**src/rtl/adder_arb_pkg.sv**
```systemverilog
// Shared types for adder_arbiter: FSM state encoding and the captured-operation record.
// Optional feature macro used by the top: ADDER_ARB_WIDE_EN.
package adder_arb_pkg;

  localparam int DATA_W = 32;
  localparam int ID_W   = 3;  // holds any requester index for NREQ up to 8

  typedef enum logic [1:0] {
    IDLE,
    EXEC_LO,
    EXEC_HI,
    RESP
  } state_t;

  typedef struct packed {
    logic [DATA_W-1:0] a;
    logic [DATA_W-1:0] b;
    logic              sub;
    logic              wide;
    logic [ID_W-1:0]   id;
  } op_t;

endpackage

```
**src/rtl/adder_arbiter_rr.sv**
```systemverilog
// Round-robin picker: first asserted request strictly after ptr in cyclic order.
module rr_arbiter #(
  parameter int NREQ = 4,
  parameter int IDW  = $clog2(NREQ)
) (
  input  logic [NREQ-1:0] req,
  input  logic [IDW-1:0]  ptr,
  output logic [NREQ-1:0] grant,
  output logic [IDW-1:0]  idx,
  output logic            any
);

  int unsigned j;

  always_comb begin
    grant = '0;
    idx   = '0;
    any   = 1'b0;
    j     = 0;
    for (int unsigned k = 1; k <= NREQ; k++) begin
      j = (k + ptr) % NREQ;
      if (!any && req[j]) begin
        any      = 1'b1;
        grant[j] = 1'b1;
        idx      = IDW'(j);
      end
    end
  end

endmodule

```
**src/rtl/cla_32bit.sv**
```systemverilog
// 32-bit carry-lookahead adder: 4-bit lookahead groups chained by group generate/propagate.
module CLA_32Bit (
  input  logic [31:0] a,
  input  logic [31:0] b,
  input  logic        cin,
  output logic [31:0] s,
  output logic        cout
);

  logic [31:0] g, p, c;
  logic [7:0]  gg, gp;
  logic [8:0]  bc;
  logic [3:0]  gn, pn;

  always_comb begin
    g  = a & b;
    p  = a ^ b;
    gg = '0;
    gp = '0;
    bc = '0;
    c  = '0;
    gn = '0;
    pn = '0;
    bc[0] = cin;
    for (int unsigned k = 0; k < 8; k++) begin
      gn = g[4*k +: 4];
      pn = p[4*k +: 4];
      gg[k] = gn[3] | (pn[3] & gn[2]) | (pn[3] & pn[2] & gn[1]) | (pn[3] & pn[2] & pn[1] & gn[0]);
      gp[k] = &pn;
      bc[k+1] = gg[k] | (gp[k] & bc[k]);
      c[4*k +: 4] = {gn[2] | (pn[2] & gn[1]) | (pn[2] & pn[1] & gn[0]) | (pn[2] & pn[1] & pn[0] & bc[k]),
                     gn[1] | (pn[1] & gn[0]) | (pn[1] & pn[0] & bc[k]),
                     gn[0] | (pn[0] & bc[k]),
                     bc[k]};
    end
    s    = p ^ c;
    cout = bc[8];
  end

endmodule

```
**src/rtl/adder_arbiter.sv**
```systemverilog
// Round-robin shared 32-bit add/sub unit serving NREQ valid/ready requesters.
// Define ADDER_ARB_WIDE_EN for two-pass 64-bit operations (EXEC_LO then EXEC_HI).
module adder_arbiter
  import adder_arb_pkg::*;
#(
  parameter int NREQ = 4,
  parameter int IDW  = $clog2(NREQ)
) (
  input  logic                        clk,
  input  logic                        rst,
  input  logic [NREQ-1:0]             req_valid,
  output logic [NREQ-1:0]             req_ready,
  input  logic [NREQ-1:0][DATA_W-1:0] req_a,
  input  logic [NREQ-1:0][DATA_W-1:0] req_b,
  input  logic [NREQ-1:0]             req_sub,
`ifdef ADDER_ARB_WIDE_EN
  input  logic [NREQ-1:0]             req_wide,
  input  logic [NREQ-1:0][DATA_W-1:0] req_a_hi,
  input  logic [NREQ-1:0][DATA_W-1:0] req_b_hi,
  output logic [DATA_W-1:0]           rsp_s_hi,
`endif
  output logic                        rsp_valid,
  input  logic                        rsp_ready,
  output logic [IDW-1:0]              rsp_id,
  output logic [DATA_W-1:0]           rsp_s,
  output logic                        rsp_cout
);

  state_t            state, state_nxt;
  op_t               op;
  logic [IDW-1:0]    ptr, gidx;
  logic [NREQ-1:0]   grant;
  logic              any, take;
  logic [DATA_W-1:0] add_a, add_b, add_s;
  logic              add_cin, add_cout;
  logic              unused_id;
`ifdef ADDER_ARB_WIDE_EN
  logic [DATA_W-1:0] op_a_hi, op_b_hi;
`endif

  rr_arbiter #(.NREQ(NREQ), .IDW(IDW)) u_rr (
    .req   (req_valid),
    .ptr   (ptr),
    .grant (grant),
    .idx   (gidx),
    .any   (any)
  );

  assign take      = (state == IDLE) && any && !rst;
  assign req_ready = (state == IDLE && !rst) ? grant : '0;
  assign rsp_valid = (state == RESP);
  assign unused_id = ^op.id;

  always_ff @(posedge clk) begin
    if (rst) state <= IDLE;
    else     state <= state_nxt;
  end

  always_comb begin
    state_nxt = state;
    case (state)
      IDLE:    if (take) state_nxt = EXEC_LO;
      EXEC_LO: state_nxt = op.wide ? EXEC_HI : RESP;
      EXEC_HI: state_nxt = RESP;
      RESP:    if (rsp_ready) state_nxt = IDLE;
      default: state_nxt = IDLE;
    endcase
  end

  // The single adder only ever sees registered operands; the high pass reuses
  // rsp_cout as its carry-in since it still holds the low-word carry.
  always_comb begin
    add_a   = op.a;
    add_b   = op.b ^ {DATA_W{op.sub}};
    add_cin = op.sub;
`ifdef ADDER_ARB_WIDE_EN
    if (state == EXEC_HI) begin
      add_a   = op_a_hi;
      add_b   = op_b_hi ^ {DATA_W{op.sub}};
      add_cin = rsp_cout;
    end
`endif
  end

  CLA_32Bit u_cla (
    .a    (add_a),
    .b    (add_b),
    .cin  (add_cin),
    .s    (add_s),
    .cout (add_cout)
  );

  always_ff @(posedge clk) begin
    if (rst) begin
      op       <= '0;
      ptr      <= IDW'(NREQ - 1);
      rsp_id   <= '0;
      rsp_s    <= '0;
      rsp_cout <= 1'b0;
`ifdef ADDER_ARB_WIDE_EN
      op_a_hi  <= '0;
      op_b_hi  <= '0;
      rsp_s_hi <= '0;
`endif
    end else begin
      if (take) begin
        op.a   <= req_a[gidx];
        op.b   <= req_b[gidx];
        op.sub <= req_sub[gidx];
        op.id  <= ID_W'(gidx);
        ptr    <= gidx;
`ifdef ADDER_ARB_WIDE_EN
        op.wide <= req_wide[gidx];
        op_a_hi <= req_a_hi[gidx];
        op_b_hi <= req_b_hi[gidx];
`else
        op.wide <= 1'b0;
`endif
      end
      if (state == EXEC_LO) begin
        rsp_s    <= add_s;
        rsp_cout <= add_cout;
        rsp_id   <= op.id[IDW-1:0];
`ifdef ADDER_ARB_WIDE_EN
        rsp_s_hi <= '0;
`endif
      end
`ifdef ADDER_ARB_WIDE_EN
      if (state == EXEC_HI) begin
        rsp_s_hi <= add_s;
        rsp_cout <= add_cout;
      end
`endif
    end
  end

endmodule

```
**config.mk**
```make
export PLATFORM = sky130hd
export DESIGN_NAME = adder_arbiter
export DESIGN_NICKNAME = d
export VERILOG_FILES = /design/src/rtl/adder_arb_pkg.sv /design/src/rtl/adder_arbiter_rr.sv /design/src/rtl/cla_32bit.sv /design/src/rtl/adder_arbiter.sv
export SDC_FILE = /design/constraint.sdc
export NUM_CORES = 1
export LEC_CHECK = 0
export BUFFER_PORTS_ARGS = -buffer_cell sky130_fd_sc_hd__buf_2
export CORE_AREA = 5 5 136 138
export CTS_CLUSTER_SIZE = 14
export DETAILED_ROUTE_END_ITERATION = 16
export DIE_AREA = 0 0 141 143
export GPL_TIMING_DRIVEN = 0
export PLACE_DENSITY_LB_ADDON = 0.05
export RECOVER_POWER = 25
export SYNTH_ARGS = -nofsm -noshare
export SYNTH_HDL_FRONTEND = slang
export SYNTH_SLANG_ARGS = --single-unit
```
**constraint.sdc**
```tcl
create_clock -name clk -period 4 [get_ports clk]
set_input_delay 0.8 -clock clk [delete_from_list [all_inputs] [get_ports clk]]
set_output_delay 0.8 -clock clk [all_outputs]
set_load 0.01 [all_outputs]
```
Word-level counts from Yosys, hierarchy flattened. Cells that the tools add are included.

Output and inout port bits: 40. Bits in registers: 106. Input port bits: 267. Logic and storage cells: 297.

Add/sub/neg operators: 4. Equality and inequality tests: 5. $lt $le $gt $ge: 9. Bitwise logic cells: 207. Mux-type cells: 38. Reduce and logical (&&, ||, !) cells: 25.

Operator list (number): 32-bit binary-select mux with 2-bit select (2); 1-bit bitwise AND (120); 32-bit bitwise XOR (3); 1-bit OR (80); 32-bit two-way mux (2); 32-bit bitwise AND (1); 4-bit AND reduction (8); 4-bit two-way mux (5); 2-bit by 3-bit < comparator with 1-bit output (second input constant) (5); 1-bit two-way mux (13); 2-bit two-way mux (6); 4-bit OR (3); 1-bit binary-select mux with 2-bit select (5); 1-bit logical AND (10); 1-bit demux with 2-bit select (4); 2-bit by 1-bit greater-or-equal comparator with 1-bit output (second input constant) (4); 2-bit case mux with 3 select lines (1); 1-bit by 2-bit adder with 2-bit output (first input constant) (2); 2-bit adder (first input constant) (2); 2-bit == test (second input constant) (2); 1-bit zero test (4); 2-bit by 1-bit == test with 1-bit output (second input constant) (1); 2-bit zero test (1); 2-bit by 1-bit != test with 1-bit output (second input constant) (1); 3 further kinds (3).

Depth between registers and ports, before layout. Gate-level depths: netlist of run 1.

Depth after elaboration: 22. Mapped depth: 16. Depth with buffers taken out: 14.

Cells and area by module. Synthesis of run 1 repeated with hierarchy kept, for this count alone.

Cells, all modules: 781. Area total of the unflattened synthesis: 7632.3 um2.

By module, submodules not included: adder_arbiter (cells an instance 549, sequential area each 2122.0 um2, area an instance 5721.7 um2, instances 1); CLA_32Bit (cells an instance 164, sequential area each 0.0 um2, area an instance 1385.1 um2, instances 1); rr_arbiter (cells an instance 68, sequential area each 0.0 um2, area an instance 525.5 um2, instances 1).

Worst setup path before layout of run 1. Ideal clock, no wire load.

Kind: reg-to-reg. Start point: reg op (netlist bit add_cin). End point: reg rsp_s[28]. Buffers on the path: 2. Clock period less this slack: 3.722 ns. Arrival: 3.636 ns. Data required time: 3.914 ns. Slack: 0.278 ns. Setup time: 0.086 ns. Stages on the path, launching flop included: 15. Path through: dfxtp_1 -> clkbuf_1 -> buf_1 -> xor2_1 -> ha_1 -> and4_1 -> and2_1 -> a211o_1 -> a21oi_1 -> o211ai_1 -> nand2_1 -> o211ai_1 -> a21oi_1 -> fa_1 -> a211oi_1.

Longest elaborated chain between the ends: 20. Elaborated cells on any way between the ends: 81. Those cells by class: 74 x bitwise; 7 x reduce/logical.

RTL lines: start: declaration (line adder_arbiter.sv:30) `op_t op;`; 32-bit bitwise XOR (line adder_arbiter.sv:74) `add_b = op.b ^ {DATA_W{op.sub}};`; 32-bit bitwise XOR or 32-bit bitwise AND (tied branches) (line cla_32bit.sv:17, cla_32bit.sv:16); 1-bit bitwise AND (line cla_32bit.sv:28) `gg[k] = gn[3] | (pn[3] & gn[2]) | (pn[3] & pn[2] & gn[1]) | (pn[3] & pn[2] & pn[1] & gn[0]);`; 1-bit OR or 1-bit bitwise AND (tied branches) (2 in a row) (line cla_32bit.sv:28); 1-bit OR (line cla_32bit.sv:28); 1-bit OR (line cla_32bit.sv:30) `bc[k+1] = gg[k] | (gp[k] & bc[k]);`; 1-bit bitwise AND (line cla_32bit.sv:30); 1-bit OR (line cla_32bit.sv:30); [... 3 more ...]; 1-bit OR (line cla_32bit.sv:30); 1-bit bitwise AND (line cla_32bit.sv:30); 1-bit OR (line cla_32bit.sv:30); 1-bit bitwise AND (line cla_32bit.sv:30); 1-bit OR (line cla_32bit.sv:30); 1-bit bitwise AND (line cla_32bit.sv:30); 1-bit OR (line cla_32bit.sv:30); 32-bit bitwise XOR * (line cla_32bit.sv:36) `s = p ^ c;`; end signal: assignment (line adder_arbiter.sv:121) `rsp_s <= add_s;`; end: declaration (line adder_arbiter.sv:25) `output logic [DATA_W-1:0] rsp_s,`.

Mark *: on every way between the ends. The rest lies on a longest branch, timed or not. A chain may end at the register's enable or synchronous reset.

Worst setup path in the final report of run 1.
Start point: reg op (netlist bit add_cin). End point: reg rsp_s[29].

Longest elaborated chain between the ends: 22. Elaborated cells on any way between the ends: 83. Those cells by class: 76 x bitwise; 7 x reduce/logical.

RTL lines: 32-bit bitwise XOR (line adder_arbiter.sv:74); 32-bit bitwise XOR or 32-bit bitwise AND (tied branches) (line cla_32bit.sv:17, cla_32bit.sv:16); 1-bit bitwise AND (line cla_32bit.sv:28); 1-bit OR or 1-bit bitwise AND (tied branches) (2 in a row) (line cla_32bit.sv:28); 1-bit OR (line cla_32bit.sv:28); 1-bit OR (line cla_32bit.sv:30); 1-bit bitwise AND (line cla_32bit.sv:30); 1-bit OR (line cla_32bit.sv:30); [... 5 more ...]; 1-bit OR (line cla_32bit.sv:30); 1-bit bitwise AND (line cla_32bit.sv:30); 1-bit OR (line cla_32bit.sv:30); 1-bit bitwise AND (line cla_32bit.sv:30); 1-bit OR (line cla_32bit.sv:30); 1-bit bitwise AND (line cla_32bit.sv:33) `gn[0] | (pn[0] & bc[k]),`; 1-bit OR (line cla_32bit.sv:33); 32-bit bitwise XOR * (line cla_32bit.sv:36).

Marks and branches as above.

==> results of run 1 <==
-- metal layers --
| metal | global-route usage | up-vias |
|---|---|---|
| met5 | 0 | - |
| met4 | 0.0576 | 0 |
| met3 | 0.0640 | 25 |
| met2 | 0.401 | 249 |
| met1 | 0.324 | 3322 |
| li1 | - | 3419 |
-- cells in the final DEF (no fill, tap or decap), types with 7 or more instances in the layout --
cell type and instances:
buf_2 276, nand2_1 137, dfxtp_1 105, mux4_2 67
clkbuf_1 66, nand3b_1 59, nor2_1 56, ha_1 42
xor2_1 41, inv_1 29, a21oi_1 23, mux2i_1 22
o21ai_0 15, a211oi_1 12, xnor2_1 11, clkbuf_16 9
o31ai_1 8, a21o_1 8, fa_1 7
-- cells by family after synthesis --
kind of cell | after synthesis
and+or+nand+nor | 294
DFF | 106
AOI/OAI and AO/OA | 100
muxes | 91
buffers and inverters | 82
xor gates and xnor gates | 52
adders and majority gates | 49
-- sequential cells by signal, summed over array words and instances (netlist names) --
name and cells:
ptr 2, state 2, rsp_s 32, add_a 32, rsp_id 2, op 34, add_cin 1, rsp_cout 1
-- worst register-to-register path: stages (launching register included) --
cell,delay [ns]
dfxtp_2,0.51
buf_4,0.30
xor2_1,0.12
ha_1,0.37
nand4_1,0.18
o22a_1,0.24
o211ai_1,0.26
a21oi_2,0.11
o211ai_1,0.29
nand2_1,0.18
o211ai_1,0.23
a21oi_1,0.12
fa_1,0.41
xnor2_1,0.24
mux2i_1,0.11
nor2_1,0.10
-- stage by stage --
step                      power [mW]  setup slack (ns)
after global routing            8.96           0.00286
after floorplan                 5.88             0.278
after detailed placement        7.50            -0.705
after global placement          7.49            -0.734
after CTS                       8.36            0.0455
final                           8.28             0.164
-- layout make-up --
class	instances	area, sq um	share of cell area
multi-input combinational	586	5020	0.525
sequential	106	2120	0.222
buffer	52	274	0.0287
inverter	29	109	0.0114
clock inverter	4	28.8	0.00301
timing repair buffer	306	1490	0.155
clock buffer	11	243	0.0254
tap	225	282	0.0294
-- power groups by stage --
stage	sequential (mW)	combinational [mW]	clock (mW)
final	1.75	5.69	0.840
after detailed placement	1.75	5.75	0
after floorplan	1.77	4.11	0
after CTS	1.74	5.77	0.854
after global routing	1.80	6.26	0.900
after global placement	1.74	5.75	0
-- worst min-delay path by stage --
stage          cells past startpoint      start         to
6_report                           2  rsp_s[23]  rsp_s[23]
5_1_grt                            2  rsp_s[23]  rsp_s[23]
4_1_cts                            2  rsp_s[23]  rsp_s[23]
3_5_place_dp                       2  rsp_s[23]  rsp_s[23]
3_3_place_gp                       2  rsp_s[19]  rsp_s[19]
2_1_floorplan                      2  add_a[10]  add_a[10]
==> results_dict.tcl, run 1 <==
set metrics [dict create \
    cp.required_ns 4.29 \
    syn_nets 1090 \
    cts_tree "built" \
    wl_met2_microns 12000 \
    ys_types 55 \
    crit_end "rsp_s[29]" \
    yosys.cell_count.top_type "nand2_1" \
    top_layer_used "met4" \
    cts_buffer_depth 2 \
    crit_top_cell "o211ai_1" \
    fill_cells 1650 \
    cts_hold_buffers 0 \
    placedCellCount 1305 \
    clk_latency_ns 0.35 \
    synth_top_area_frac 0.283 \
    drv_cap 0 \
    area_growth_pct 27.4 \
    skew_ns 0.00609 \
    postLayoutCoreUtil 0.561 \
    grt_max_degree 17 \
    place_area_sq_um 9320 \
    cts.sinks 106 \
    crit_family "compound AO/OA/AOI/OAI gates" \
    syn_avg_cell_area_sq_um 9.70 \
    ios 307 \
    pwr-share-seq 0.211 \
    htree_levels 3 \
    gp_congestion 0.902 \
    start_util 0.440 \
    diodes 0 \
    r2r_start "add_cin" \
    stdcell_count 1319 \
    max_stage_delay_ns 0.51 \
    synth_mux_area_frac 0.234 \
    synthTopCellsByCount "nand2_1 (137), dfxtp_1 (106), mux4_2 (67), nand3b_1 (59), nor2_1 (56)" \
    drv_slew 0 \
    root_buffer "clkbuf_16" \
    drive_above_1_share 0.343 \
    crit_chain "buf_4 -> xor2_1 -> ha_1 -> nand4_1 -> o22a_1 -> o211ai_1 -> a21oi_2 -> o211ai_1 -> nand2_1 -> o211ai_1 -> a21oi_1 -> fa_1 -> xnor2_1 -> mux2i_1 -> nor2_1" \
    grt_pass1_vias 7090 \
    place_hpwl_microns 20500 \
    whs_ns 0.464 \
    end_kind "flip-flop" \
    cts_buffers 9 \
    r2r_end "rsp_s[29]" \
    cpMaxStageDelayCell "dfxtp_2" \
    synth-xor-area-share 0.0607 \
    design_area_sq_um 9560 \
    ys_warn_count 0 \
    clk_pin_slew_ns 0.07 \
    post-cts-setup-buffer-count 0 \
    ys_seq_area_frac 0.283 \
    leakagePower_nw 4.53 \
    rsz0062_at_grt "false" \
    wl_met1_microns 10700 \
    ant_nets 0 \
    yosys.area.top_type "dfxtp_1" \
    synth_compound_area_frac 0.0922 \
    combPwrFrac 0.687 \
    die_x_microns 141 \
    drt_iter0_drc 338 \
    met3_length_microns 1850 \
    crit_arrival_ns 4.12 \
    crit_start "add_cin" \
    p_per_area_nw_per_um2 866 \
    netlist_area_sq_um 7510 \
    intPower_mw 4.52 \
    grt-ovfl-total 0 \
    wire_per_inst_microns 18.9 \
    drc 0 \
    synth_edf_count 0 \
    finalNetCount 1406 \
    worstRegToRegCells 15 \
    synth_top_family_by_area "multiplexers" \
    antenna_found_initial 0 \
    max-vdd-ir-drop_uv 631 \
    routed_via_density 5.32 \
    swShare 0.454 \
    portBuffers 306 \
    synthSimpleGateAreaFrac 0.193 \
    worst-path-stages 15 \
    timing.final.crit_share 0.959 \
    cts_resized 8 \
    worst_pin_slew_ns 0.879 \
    ff2ff_setup_slack_ns 0.16 \
    die_h_microns 143 \
    hold_viol_final 0 \
    fin_crit_ns 3.84 \
    synth-seq-cells 106 \
    setup-tns-final_ns 0 \
    die_area_sq_um 20200 \
    wl_microns 25000 \
    vias 7015 \
    netlist_instances 774 \
    synth_fa_ha_area_frac 0.0887 \
    status "complete, no violations" \
    power_switching_mw 3.76 \
    path_class "flip-flop to flip-flop" \
    core_area_sq_um 17100 \
    startpoint_type "flip-flop" \
    grt_pass1_wl_microns 38100 \
    synth_ff_type "dfxtp_1" \
    power_frac_clock 0.101 \
    max_freq_mhz 261 \
    hold_path_class "flip-flop to flip-flop" \
    rows 48 \
    track_usage 0.244 \
    crit_buf_inv 1 \
    synth_area_leaders "dfxtp_1 (28%), mux4_2 (20%), ha_1 (7.0%)" \
    synthArstFlopShare 0 \
    cp_max_fo 10 \
    setup_viol 0 \
    timing.slew.headroom 0.414 \
    drtPass1Iterations 5 \
]
(Power assumes the default switching activity.)
==> run 2: changes to the inputs <==
- CORE_AREA: 5 5 136 138 -> 5 5 143 131
- DIE_AREA: 0 0 141 143 -> 0 0 148 136
- SLEW_MARGIN: unset -> 20
==> results_dict.tcl, run 2 (synthesized netlist as in run 1, its figures left out) <==
set metrics [dict create \
    crit_arrival_ns 3.00 \
    cts_buffer_depth 2 \
    cp.required_ns 3.20 \
    gp_congestion 0.834 \
    htree_levels 3 \
    vias 6982 \
    die_area_sq_um 20100 \
    track_usage 0.249 \
    cts_tree "built" \
    max-vdd-ir-drop_uv 433 \
    path_class "flip-flop to output pin" \
    max_stage_delay_ns 0.45 \
    design_area_sq_um 9580 \
    clk_pin_slew_ns 0.07 \
    fill_cells 1635 \
    place_area_sq_um 9310 \
    ios 307 \
    drtPass1Iterations 4 \
    cts_hold_buffers 0 \
    grt_pass1_wl_microns 39000 \
    grt_max_degree 17 \
    cpMaxStageDelayCell "or3_4" \
    cts_resized 8 \
    p_per_area_nw_per_um2 869 \
    crit_family "simple AND/OR/NAND/NOR gates" \
    wl_microns 25300 \
    drc 0 \
    grt_pass1_vias 7157 \
    drt_iter0_drc 320 \
    crit_chain "buf_2 -> inv_1 -> ha_1 -> mux4_2 -> or3_4 -> nor2_1 -> a221oi_1 -> nor2_1 -> buf_2" \
    crit_buf_inv 3 \
    die_h_microns 136 \
    cp_max_fo 6 \
    diodes 0 \
    end_kind "output pin" \
    timing.slew.headroom 0.392 \
    post-cts-setup-buffer-count 0 \
    dp_slack_ns -0.652 \
    whs_ns 0.459 \
    startpoint_type "flip-flop" \
    start_util 0.436 \
    grt-ovfl-total 0 \
    root_buffer "clkbuf_16" \
    place_hpwl_microns 20600 \
    wire_per_inst_microns 19.3 \
    drv_slew 0 \
    layout_commonest_cell "buf_2" \
    routed_via_density 5.33 \
    die_x_microns 148 \
    rows 46 \
    regMostFlops "op" \
    fin_crit_ns 3.80 \
    ant_nets 0 \
    hold_viol_final 0 \
    max_freq_mhz 263 \
    skew_ns 0.00826 \
    largest_reg_flops 34 \
    portBuffers 306 \
    drv_cap 0 \
    worst_pin_slew_ns 0.913 \
    finalNetCount 1406 \
    drive_above_1_share 0.343 \
    timing.final.crit_share 0.951 \
    setup_slack_ns 0.196 \
    core_area_sq_um 17200 \
    area_growth_pct 27.5 \
    status "complete, no violations" \
    hold_path_class "flip-flop to flip-flop" \
    rsz0062_at_grt "false" \
    setup_viol 0 \
    stdcell_count 1309 \
    cts_buffers 9 \
    antenna_found_initial 0 \
    postLayoutCoreUtil 0.556 \
    cts.sinks 106 \
    clk_latency_ns 0.36 \
    final_cell_mix "buf_2 (276), nand2_1 (137), dfxtp_1 (105)" \
    leakagePower_nw 4.54 \
    placedCellCount 1296 \
]
[run 2: cell type report]
| class | instances | area (sq um) | share of cell area |
|---|---|---|---|
| multi-input combinational | 586 | 5020 | 0.524 |
| inverter | 29 | 109 | 0.0114 |
| timing repair buffer | 306 | 1490 | 0.155 |
| buffer | 52 | 274 | 0.0286 |
| sequential | 106 | 2130 | 0.222 |
| tap | 216 | 270 | 0.0282 |
| clock buffer | 10 | 239 | 0.0250 |
| clock inverter | 4 | 53.8 | 0.00562 |
[run 2: worst register-to-register path: stages, from the launching register on]
cell and delay (ns):
dfxtp_1 0.43, buf_2 0.24, inv_1 0.12, ha_1 0.36
mux4_2 0.36, clkbuf_1 0.24, o21bai_1 0.21, a21oi_1 0.34
buf_2 0.41, buf_2 0.38, mux4_2 0.41, nand2_1 0.10
nand2_1 0.05
[run 2: report_power, final]
part           total (mW)  switching (mW)  leakage [nW]  internal [mW]
logic                5.65            3.05          3.53           2.59
registers            1.76           0.279         0.876           1.48
clock network       0.914           0.416         0.137          0.497
total                8.32            3.75          4.54           4.57
[run 2: layer usage]
metal / routed length [microns] / part of all wire / track usage
met3: 1450 / 0.057 / 0.0523
met1: 11400 / 0.45 / 0.344
met4: 236 / 0.0093 / 0.0410
met2: 12200 / 0.48 / 0.411
met5: 0 / 0 / 0
[run 2: final timing paths]
| path | slack (ns) | cells after the start | to | startpoint |
|---|---|---|---|---|
| hold / removal | 0.46 | 2 | rsp_s[26] | rsp_s[26] |
| setup reg to reg | 0.26 | 12 | add_a[11] | ptr[1] |
| setup / recovery | 0.20 | 9 | req_ready[0] | ptr[1] |
| hold reg to reg | 0.46 | 2 | rsp_s[26] | rsp_s[26] |
[run 2: per-stage QoR]
step           power [mW]  setup TNS [ns]
2_1_floorplan        5.88               0
4_1_cts              8.40               0
3_3_place_gp         7.43           -4.45
3_5_place_dp         7.47           -3.71
5_1_grt              9.00               0
6_report             8.32               0
